==> config.mk <==
export PLATFORM = sky130hd
export DESIGN_NAME = sakebi_rmii_tx
export DESIGN_NICKNAME = d
export VERILOG_FILES = /design/src/rtl/sakebi_rmii_tx.sv
export SDC_FILE = /design/constraint.sdc
export NUM_CORES = 1
export LEC_CHECK = 0
export CORE_MARGIN = 5
export CORE_UTILIZATION = 60
export DETAILED_ROUTE_END_ITERATION = 8
export HOLD_SLACK_MARGIN = 0.02
export PLACE_DENSITY = 0.79
export SETUP_SLACK_MARGIN = 0.3
export SLEW_MARGIN = 40
export SYNTH_ARGS = -nofsm -noshare
export SYNTH_HDL_FRONTEND = slang
export SYNTH_SLANG_ARGS = --single-unit
==> constraint.sdc <==
create_clock -name i_rmii_REF_CLK -period 2.45 [get_ports i_rmii_REF_CLK]
set_input_delay 0.245 -clock i_rmii_REF_CLK [delete_from_list [all_inputs] [get_ports i_rmii_REF_CLK]]
set_output_delay 0.245 -clock i_rmii_REF_CLK [all_outputs]
set_load 0.005 [all_outputs]
==> src/rtl/sakebi_rmii_tx.sv <==
// sakebi_rmii_tx: RMII transmit framer, AXI-Stream bytes in,
// preamble/SFD/payload/pad/FCS dibits out at 100 Mb/s, then IFG.
// Ports:
//   i_rmii_REF_CLK  50 MHz reference clock, clocks all logic
//   i_axis_ARESETn  async active-low reset
//   i_axis_T*       AXIS slave: TVALID/TREADY/TDATA/TLAST
//   o_rmii_TX_EN    registered transmit enable
//   o_rmii_TXD      registered dibit, bit 0 first in time
//   o_tx_busy       high whenever not idle
//   o_tx_underrun   one-cycle pulse when a required byte is missing
module sakebi_rmii_tx #(
  parameter int DATA_WIDTH = 8,
  parameter int PAD_EN     = 1,
  parameter int MIN_FRAME  = 60,
  parameter int IFG_CYCLES = 48
) (
  input  logic                  i_rmii_REF_CLK,
  input  logic                  i_axis_ARESETn,
  input  logic                  i_axis_TVALID,
  output logic                  o_axis_TREADY,
  input  logic [DATA_WIDTH-1:0] i_axis_TDATA,
  input  logic                  i_axis_TLAST,
  output logic                  o_rmii_TX_EN,
  output logic [1:0]            o_rmii_TXD,
  output logic                  o_tx_busy,
  output logic                  o_tx_underrun
);

  localparam logic [2:0] S_IDLE  = 3'd0;
  localparam logic [2:0] S_PRE   = 3'd1;
  localparam logic [2:0] S_DATA  = 3'd2;
  localparam logic [2:0] S_PAD   = 3'd3;
  localparam logic [2:0] S_FCS   = 3'd4;
  localparam logic [2:0] S_IFG   = 3'd5;
  localparam logic [2:0] S_DRAIN = 3'd6;

  localparam int CW =
    $clog2((IFG_CYCLES > 32) ? IFG_CYCLES : 32) + 1;
  localparam int BW = $clog2(MIN_FRAME + 1);

  localparam logic [BW-1:0] MINF     = BW'(MIN_FRAME);
  localparam logic [CW-1:0] PRE_LAST = CW'(31);
  localparam logic [CW-1:0] FCS_LAST = CW'(15);
  localparam logic [CW-1:0] BYTE_END = CW'(3);
  localparam logic [CW-1:0] IFG_LAST = CW'(IFG_CYCLES - 1);

  logic [2:0]            state, state_n;
  logic [CW-1:0]         cnt, cnt_n;
  logic [DATA_WIDTH-1:0] sh, sh_n;
  logic                  last_q, last_n;
  logic [31:0]           crc, crc_n;
  logic [BW-1:0]         bcnt, bcnt_n, bcnt_inc;
  logic                  txen_q, txen_n;
  logic [1:0]            txd_q, txd_n;
  logic                  urun_q, urun_n;
  logic                  tready;

  // Reflected CRC-32, two bits per cycle, bit 0 first.
  function automatic logic [31:0] crc2(
    input logic [31:0] c,
    input logic [1:0]  d
  );
    logic [31:0] r;
    r = c;
    for (int i = 0; i < 2; i++) begin
      if (r[0] ^ d[i]) r = (r >> 1) ^ 32'hEDB88320;
      else             r = r >> 1;
    end
    return r;
  endfunction

  assign bcnt_inc = (bcnt == MINF) ? bcnt : bcnt + BW'(1);

  always_comb begin
    state_n = state;
    cnt_n   = cnt;
    sh_n    = sh;
    last_n  = last_q;
    crc_n   = crc;
    bcnt_n  = bcnt;
    txen_n  = 1'b0;
    txd_n   = 2'b00;
    urun_n  = 1'b0;
    tready  = 1'b0;
    unique case (state)
      S_IDLE: begin
        cnt_n  = '0;
        crc_n  = '1;
        bcnt_n = '0;
        if (i_axis_TVALID) state_n = S_PRE;
      end
      S_PRE: begin
        txen_n = 1'b1;
        txd_n  = (cnt == PRE_LAST) ? 2'b11 : 2'b01;
        cnt_n  = cnt + CW'(1);
        if (cnt == PRE_LAST) begin
          tready = 1'b1;
          cnt_n  = '0;
          if (i_axis_TVALID) begin
            sh_n    = i_axis_TDATA;
            last_n  = i_axis_TLAST;
            state_n = S_DATA;
          end else begin
            txen_n  = 1'b0;
            urun_n  = 1'b1;
            state_n = S_DRAIN;
          end
        end
      end
      S_DATA: begin
        txen_n = 1'b1;
        txd_n  = sh[1:0];
        sh_n   = {2'b00, sh[DATA_WIDTH-1:2]};
        crc_n  = crc2(crc, sh[1:0]);
        cnt_n  = cnt + CW'(1);
        if (cnt == BYTE_END) begin
          cnt_n  = '0;
          bcnt_n = bcnt_inc;
          if (last_q) begin
            if (PAD_EN != 0 && bcnt_inc < MINF)
              state_n = S_PAD;
            else
              state_n = S_FCS;
          end else begin
            tready = 1'b1;
            if (i_axis_TVALID) begin
              sh_n   = i_axis_TDATA;
              last_n = i_axis_TLAST;
            end else begin
              txen_n  = 1'b0;
              urun_n  = 1'b1;
              state_n = S_DRAIN;
            end
          end
        end
      end
      S_PAD: begin
        txen_n = 1'b1;
        crc_n  = crc2(crc, 2'b00);
        cnt_n  = cnt + CW'(1);
        if (cnt == BYTE_END) begin
          cnt_n  = '0;
          bcnt_n = bcnt_inc;
          if (bcnt_inc == MINF) state_n = S_FCS;
        end
      end
      S_FCS: begin
        // Register holds the running CRC; send it inverted.
        txen_n = 1'b1;
        txd_n  = ~crc[1:0];
        crc_n  = {2'b00, crc[31:2]};
        cnt_n  = cnt + CW'(1);
        if (cnt == FCS_LAST) begin
          cnt_n   = '0;
          state_n = S_IFG;
        end
      end
      S_IFG: begin
        crc_n  = '1;
        bcnt_n = '0;
        cnt_n  = cnt + CW'(1);
        if (cnt == IFG_LAST) begin
          cnt_n = '0;
          // A waiting frame starts without passing through idle.
          state_n = i_axis_TVALID ? S_PRE : S_IDLE;
        end
      end
      S_DRAIN: begin
        tready = 1'b1;
        cnt_n  = '0;
        if (i_axis_TVALID && i_axis_TLAST) state_n = S_IFG;
      end
      default: state_n = S_IDLE;
    endcase
  end

  always_ff @(posedge i_rmii_REF_CLK or negedge i_axis_ARESETn) begin
    if (!i_axis_ARESETn) begin
      state  <= S_IDLE;
      cnt    <= '0;
      sh     <= '0;
      last_q <= 1'b0;
      crc    <= '1;
      bcnt   <= '0;
      txen_q <= 1'b0;
      txd_q  <= 2'b00;
      urun_q <= 1'b0;
    end else begin
      state  <= state_n;
      cnt    <= cnt_n;
      sh     <= sh_n;
      last_q <= last_n;
      crc    <= crc_n;
      bcnt   <= bcnt_n;
      txen_q <= txen_n;
      txd_q  <= txd_n;
      urun_q <= urun_n;
    end
  end

  assign o_axis_TREADY = tready;
  assign o_rmii_TX_EN  = txen_q;
  assign o_rmii_TXD    = txd_q;
  assign o_tx_busy     = (state != S_IDLE);
  assign o_tx_underrun = urun_q;

endmodule
# Yosys cells after proc, flatten, opt, wreduce, memory -nomap -nowiden

Index checks and enable logic that the tools add are counted.

Bitwise logic cells: 6
Eq/ne operators: 23
Magnitude comparators: 1
Muxes and demuxes: 57
Add/subtract/negate cells: 2
Reduce and logical (&&, ||, !) cells: 15

Operators with widths:

| kind                                                            | count |
|---|---|
| 32-bit 2-to-1 mux                                               | 6 |
| 32-bit case mux with 4 select lines                             | 1 |
| 13-bit inverter with 14-bit output                              | 3 |
| 8-bit 2-to-1 mux                                                | 5 |
| 3-bit 2-to-1 mux                                                | 12 |
| 7-bit case mux with 5 select lines                              | 1 |
| 7-bit 2-to-1 mux                                                | 4 |
| 3-bit case mux with 7 select lines                              | 1 |
| 2-bit inequality test, second input constant                    | 9 |
| 1-bit 2-to-1 mux                                                | 17 |
| 8-bit case mux with 2 select lines                              | 1 |
| 6-bit == test, second input constant                            | 2 |
| 6-bit 2-to-1 mux                                                | 2 |
| 6-bit case mux with 2 select lines                              | 1 |
| 3-bit == test, second input constant                            | 3 |
| 9-bit AND reduction                                             | 1 |
| 2-bit OR reduction                                              | 4 |
| 7-bit by 1-bit adder with 7-bit output, second input constant   | 1 |
| 7-bit by 2-bit == test with 1-bit output, second input constant | 1 |
| 7-bit by 4-bit == test with 1-bit output, second input constant | 1 |
| 7-bit by 5-bit == test with 1-bit output, second input constant | 1 |
| 7-bit by 6-bit == test with 1-bit output, second input constant | 1 |
| 6-bit by 1-bit adder with 6-bit output, second input constant   | 1 |
| 3-bit by 2-bit == test with 1-bit output, second input constant | 2 |
| other kinds (19)                                                | 23 |

Word-level logic and storage cells: 113
Bits of input ports: 12
Flip-flop bits (word level): 61
Output and inout port bits: 6

# Logic depth before layout (Yosys ltp)

Depth after elaboration: 7
Depth in mapped cells: 8
Depth with buffers taken out: 8

# Worst setup path after synthesis

No wires, ideal clock.

Path kind: register to register
From: register cnt[0]
To: register state[0]
Data arrival time: 2.030 ns
Stages on the path, launching flop included: 8
Buffers on the path: 1
Period minus slack after synthesis: 2.152 ns
Required time: 2.328 ns
Slack: 0.298 ns
Setup time: 0.122 ns
Cells stage by stage: dfrtp_1 -> ha_1 -> or3b_4 -> or4_1 -> buf_6 -> a221oi_2 -> o21ai_1 -> o2bb2ai_1

Cells in the longest elaborated chain, start to end: 3
Elaborated cells on any way between the ends: 10
Those cells by class: 9 x eq/ne; 1 x reduce/logical

Ends and longest elaborated chain:

| element                                                                | RTL line | RTL |
|---|---|---|
| start, declared                                                        | 48       | `logic [CW-1:0] cnt, cnt_n;` |
| start signal, assigned                                                 | 190      | `cnt <= cnt_n;` |
| 7-bit by 6-bit == test with 1-bit output, or another cell as far along | 162      | `if (cnt == IFG_LAST) begin` |
| 2-bit inequality test (no source line)                                 | n/a      |  |
| 9-bit AND reduction (no source line) *                                 | n/a      |  |
| end signal, assigned                                                   | 189      | `state <= state_n;` |
| end, declared                                                          | 47       | `logic [2:0] state, state_n;` |

Mark *: on every way between the ends. The rest lies on a longest branch, timed or not.
A chain may end at the register's enable or synchronous reset.

# Worst setup path after layout

From: register cnt[0]
To: output port o_axis_TREADY

Cells in the longest elaborated chain, start to end: 3
Elaborated cells on any way between the ends: 5
Those cells by class: 2 x eq/ne; 3 x mux

Ends and longest elaborated chain:

| element                                                                                              | RTL line | RTL |
|---|---|---|
| 7-bit by 2-bit == test with 1-bit output or 7-bit by 5-bit == test with 1-bit output (tied branches) | 116, 96  |  |
| 1-bit 2-to-1 mux (on tied branches)                                                                  | 116, 96  |  |
| 1-bit case mux with 3 select lines *                                                                 | 85       | `unique case (state)` |
| end, declared                                                                                        | 20       | `output logic o_axis_TREADY,` |

Marks and branches as above.

==> impl_metrics.json <==
{
  "status": "finished clean",
  "end_kind": "output pin",
  "worstHoldPathType": "in2async",
  "power_frac_seq": 0.338,
  "syn_area_um2": 3832,
  "clkSinkCount": 61,
  "io_pins": 18,
  "dpl_worst_slack_ps": -72.39,
  "antenna_left": 0,
  "power.total_mw": 6.565,
  "async_reset_ff_frac": 1.000,
  "clock_power_share": 0.119,
  "r2r_start": "cnt[0]",
  "synth-edff-count": 0,
  "path_cells": "ha_2, or3b_4, or4_4, nor2_8, nor2_1, o2bb2ai_1, buf_2",
  "ys_seq_area_frac": 0.4087,
  "stdcell_count": 540,
  "start_kind": "flop",
  "p_per_area_nw_per_um2": 1470,
  "period_needed_ps": 2391,
  "grt_use_total": 0.2351,
  "worst_pin_slew_ps": 743.8,
  "syn_nets": 446,
  "yosys_warnings": 0,
  "maxSlewHeadroom": 0.5023,
  "rsz0062_at_grt": "true",
  "start_util": 0.6105,
  "fill_cells": 475,
  "numCtsBuffers": 9,
  "placed_cell_area_um2": 4177,
  "synth_top_area_frac": 0.2194,
  "yosys.area.top_type": "dfstp_2",
  "worst_slack_ps": 59.47,
  "critPathKind": "reg2out",
  "fin_util": 0.7112,
  "die_y_um": 89.92,
  "htree_num_levels": 3,
  "clk_pin_slew_ps": 70,
  "wl_met2_mm": 4.500,
  "critical-path-max-stage-delay_ps": 470,
  "synth_area_per_cell_um2": 8.892,
  "area_growth_pct": 16.49,
  "wire_per_inst_um": 17.34,
  "crit_slowest_cell": "or4_4",
  "clock_latency_ps": 340,
  "startpoint": "cnt[0]",
  "cp.required_ps": 2200,
  "clk_path_buf_depth": 2,
  "fin_skew_ps": 8.141,
  "swShare": 0.4150,
  "num_vias": 3528,
  "r2r_slack_ps": 70,
  "ir_worst_vdd_mv": 0.9802,
  "yosysUniqueCellTypes": 51,
  "grt_pass1_wl_mm": 15.98,
  "ys_top_cells_by_area": "dfstp_2 (22%), dfrtp_1 (19%), o21ai_0 (7.8%)",
  "synthCells": 431,
  "setup_viol": 0,
  "fin_crit_sh": 0.9757,
  "finalHoldViolCount": 0,
  "layout-drive-gt1-share": 0.2246,
  "cts-root-buf": "clkbuf_8",
  "drt-total-wl_mm": 9.366,
  "grt_max_degree": 45,
  "switching_power_mw": 2.724,
  "hpwl_mm": 5.949,
  "cp.arrival_ps": 2150,
  "fp.dieW_um": 89.92,
  "top_layer": "met4",
  "via_per_inst": 6.533,
  "internal_power_mw": 3.841,
  "drc": 0,
  "synth-seq-cells": 61,
  "final_area_um2": 4464,
  "num_rows": 29,
  "grt_pass1_vias": 3263,
  "antennaDiodeCount": 0,
  "synthFlopType": "dfstp_2",
  "fmax_mhz": 418.3,
  "drt_pass1_iterations": 5,
  "grt_overflow": 0,
  "die_area_um2": 8086,
  "portBuffers": 17,
  "power.leakage_nw": 1.795,
  "antenna_found_initial": 0,
  "nets": 473,
  "drv_slew": 0,
  "path_max_fanout": 2,
  "maxCapViolations": 0,
  "cts_tree": "built",
  "place_inst": 518,
  "wl_met1_mm": 4.144,
  "wl_met3_um": 464,
  "gp_congestion": 0.9171,
  "core_area_um2": 6277,
  "drt_iter0_drc": 350,
  "pwr-share-comb": 0.543
}
-- per-stage QoR --
| stage | setup TNS [ps] | hold slack [ps] |
|---|---|---|
| after floorplan | 0 | -50.59 |
| after global placement | -57.43 | 282.5 |
| after detailed placement | -72.39 | 291.9 |
| after CTS | -97.94 | 465.0 |
| after global routing | -84.04 | 481.0 |
| final | 0 | 449.3 |
-- worst max-delay path, delay by kind of cell (launching register included) --
family	cells	cell delay, ps
flip-flops	1	360
AO/OA/AOI/OAI	1	130
AND/OR/NAND/NOR	4	1010
adder cells (fa/ha/maj)	1	180
buffers and inverters	1	130
-- cell type report --
| type | instances | area (um^2) | share of cell area |
|---|---|---|---|
| Multi-Input combinational cell | 326 | 2158 | 0.4835 |
| Timing Repair Buffer | 49 | 434.2 | 0.09725 |
| Clock inverter | 3 | 15.01 | 0.003363 |
| Clock buffer | 13 | 148.9 | 0.03335 |
| Sequential cell | 61 | 1570 | 0.3517 |
| Tap cell | 77 | 96.34 | 0.02158 |
| Inverter | 11 | 41.29 | 0.009249 |
-- per-layer routing --
metal / GRT usage / vias to the layer above
li1: - / 1662
met2: 0.3555 / 121
met1: 0.3341 / 1719
met5: 0 / -
met3: 0.03756 / 26
met4: 0.1030 / 0
-- power by group through the flow --
stage | clock, mW | sequential, mW | combinational [mW]
CTS | 0.793 | 2.22 | 3.50
floorplan | 0 | 2.08 | 2.68
detailed placement | 0 | 2.22 | 3.44
global placement | 0 | 2.19 | 3.26
global route | 0.843 | 2.31 | 3.96
finish | 0.780 | 2.22 | 3.56
-- path summary, 6_finish.rpt --
check	to	cells after the start
max	o_axis_TREADY	7
min	o_rmii_TXD[1]	2
max reg2reg	sh[1]	11
min reg2reg	crc[1]	2
max in group asynchronous	crc[30]	3
min in group i_rmii_REF_CLK	sh[7]	3
-- cell usage in the layout (no fill, tap or decap), types with 3 or more instances in the layout --
cell / instances
o211ai_1: 12
and3_1: 4
inv_1: 9
clkinv_2: 3
clkbuf_1: 3
o21ai_0: 55
a222oi_1: 7
o221ai_1: 15
a21o_1: 10
o21ai_1: 9
buf_4: 25
a21oi_1: 26
clkbuf_8: 10
nand3_1: 8
nand2b_1: 8
nor3_1: 5
dfstp_2: 32
dfrtp_1: 26
mux2i_1: 15
buf_6: 5
o22ai_1: 16
nor2b_1: 4
xor2_1: 8
xnor2_1: 15
nand2_1: 37
nand4_1: 4
clkdlybuf4s50_1: 15
dfrtp_2: 3
nor2_1: 26
-- synth_stat cells, types with 7 or more instances --
| cell | instances |
|---|---|
| a21o_1 | 10 |
| a21oi_1 | 26 |
| a222oi_1 | 7 |
| clkbuf_1 | 26 |
| dfrtp_1 | 29 |
| dfstp_2 | 32 |
| inv_1 | 9 |
| mux2i_1 | 15 |
| nand2_1 | 38 |
| nand2b_1 | 8 |
| nand3_1 | 8 |
| nor2_1 | 28 |
| nor3_1 | 7 |
| o211ai_1 | 12 |
| o21ai_0 | 60 |
| o221ai_1 | 15 |
| o22ai_1 | 18 |
| xnor2_1 | 17 |
| xor2_1 | 8 |
-- sequential cells by signal, indices dropped and copies added, names as in the netlist --
| name | count |
|---|---|
| bcnt | 6 |
| cnt | 7 |
| crc | 32 |
| last_q | 1 |
| o_rmii_TXD | 2 |
| o_rmii_TX_EN | 1 |
| o_tx_underrun | 1 |
| sh | 8 |
| state | 3 |
-- repair_timing --
| action | in CTS | in global routing |
|---|---|---|
| setup buffers | 4 | 1 |
| hold endpoints to repair | 15 | 0 |
| hold buffers | 1 | 0 |
| endpoints found under the setup margin | 17 | 27 |
| gates resized for setup | 14 | 15 |
| pin swaps | 9 | 12 |
-- cells by family (layout without fill, tap and decap cells) --
kind of cell,count (synthesis),after routing,share of synthesized area
and+or+nand+nor,109,109,0.1410
xor gates and xnor gates,25,25,0.05713
buffers and inverters,44,76,0.04831
AOI/OAI and AO/OA,174,174,0.2958
adders and majority gates,3,3,0.009795
muxes,15,15,0.03918
DFF,61,61,0.4088
Note: power is estimated with default switching activity, not from simulation.
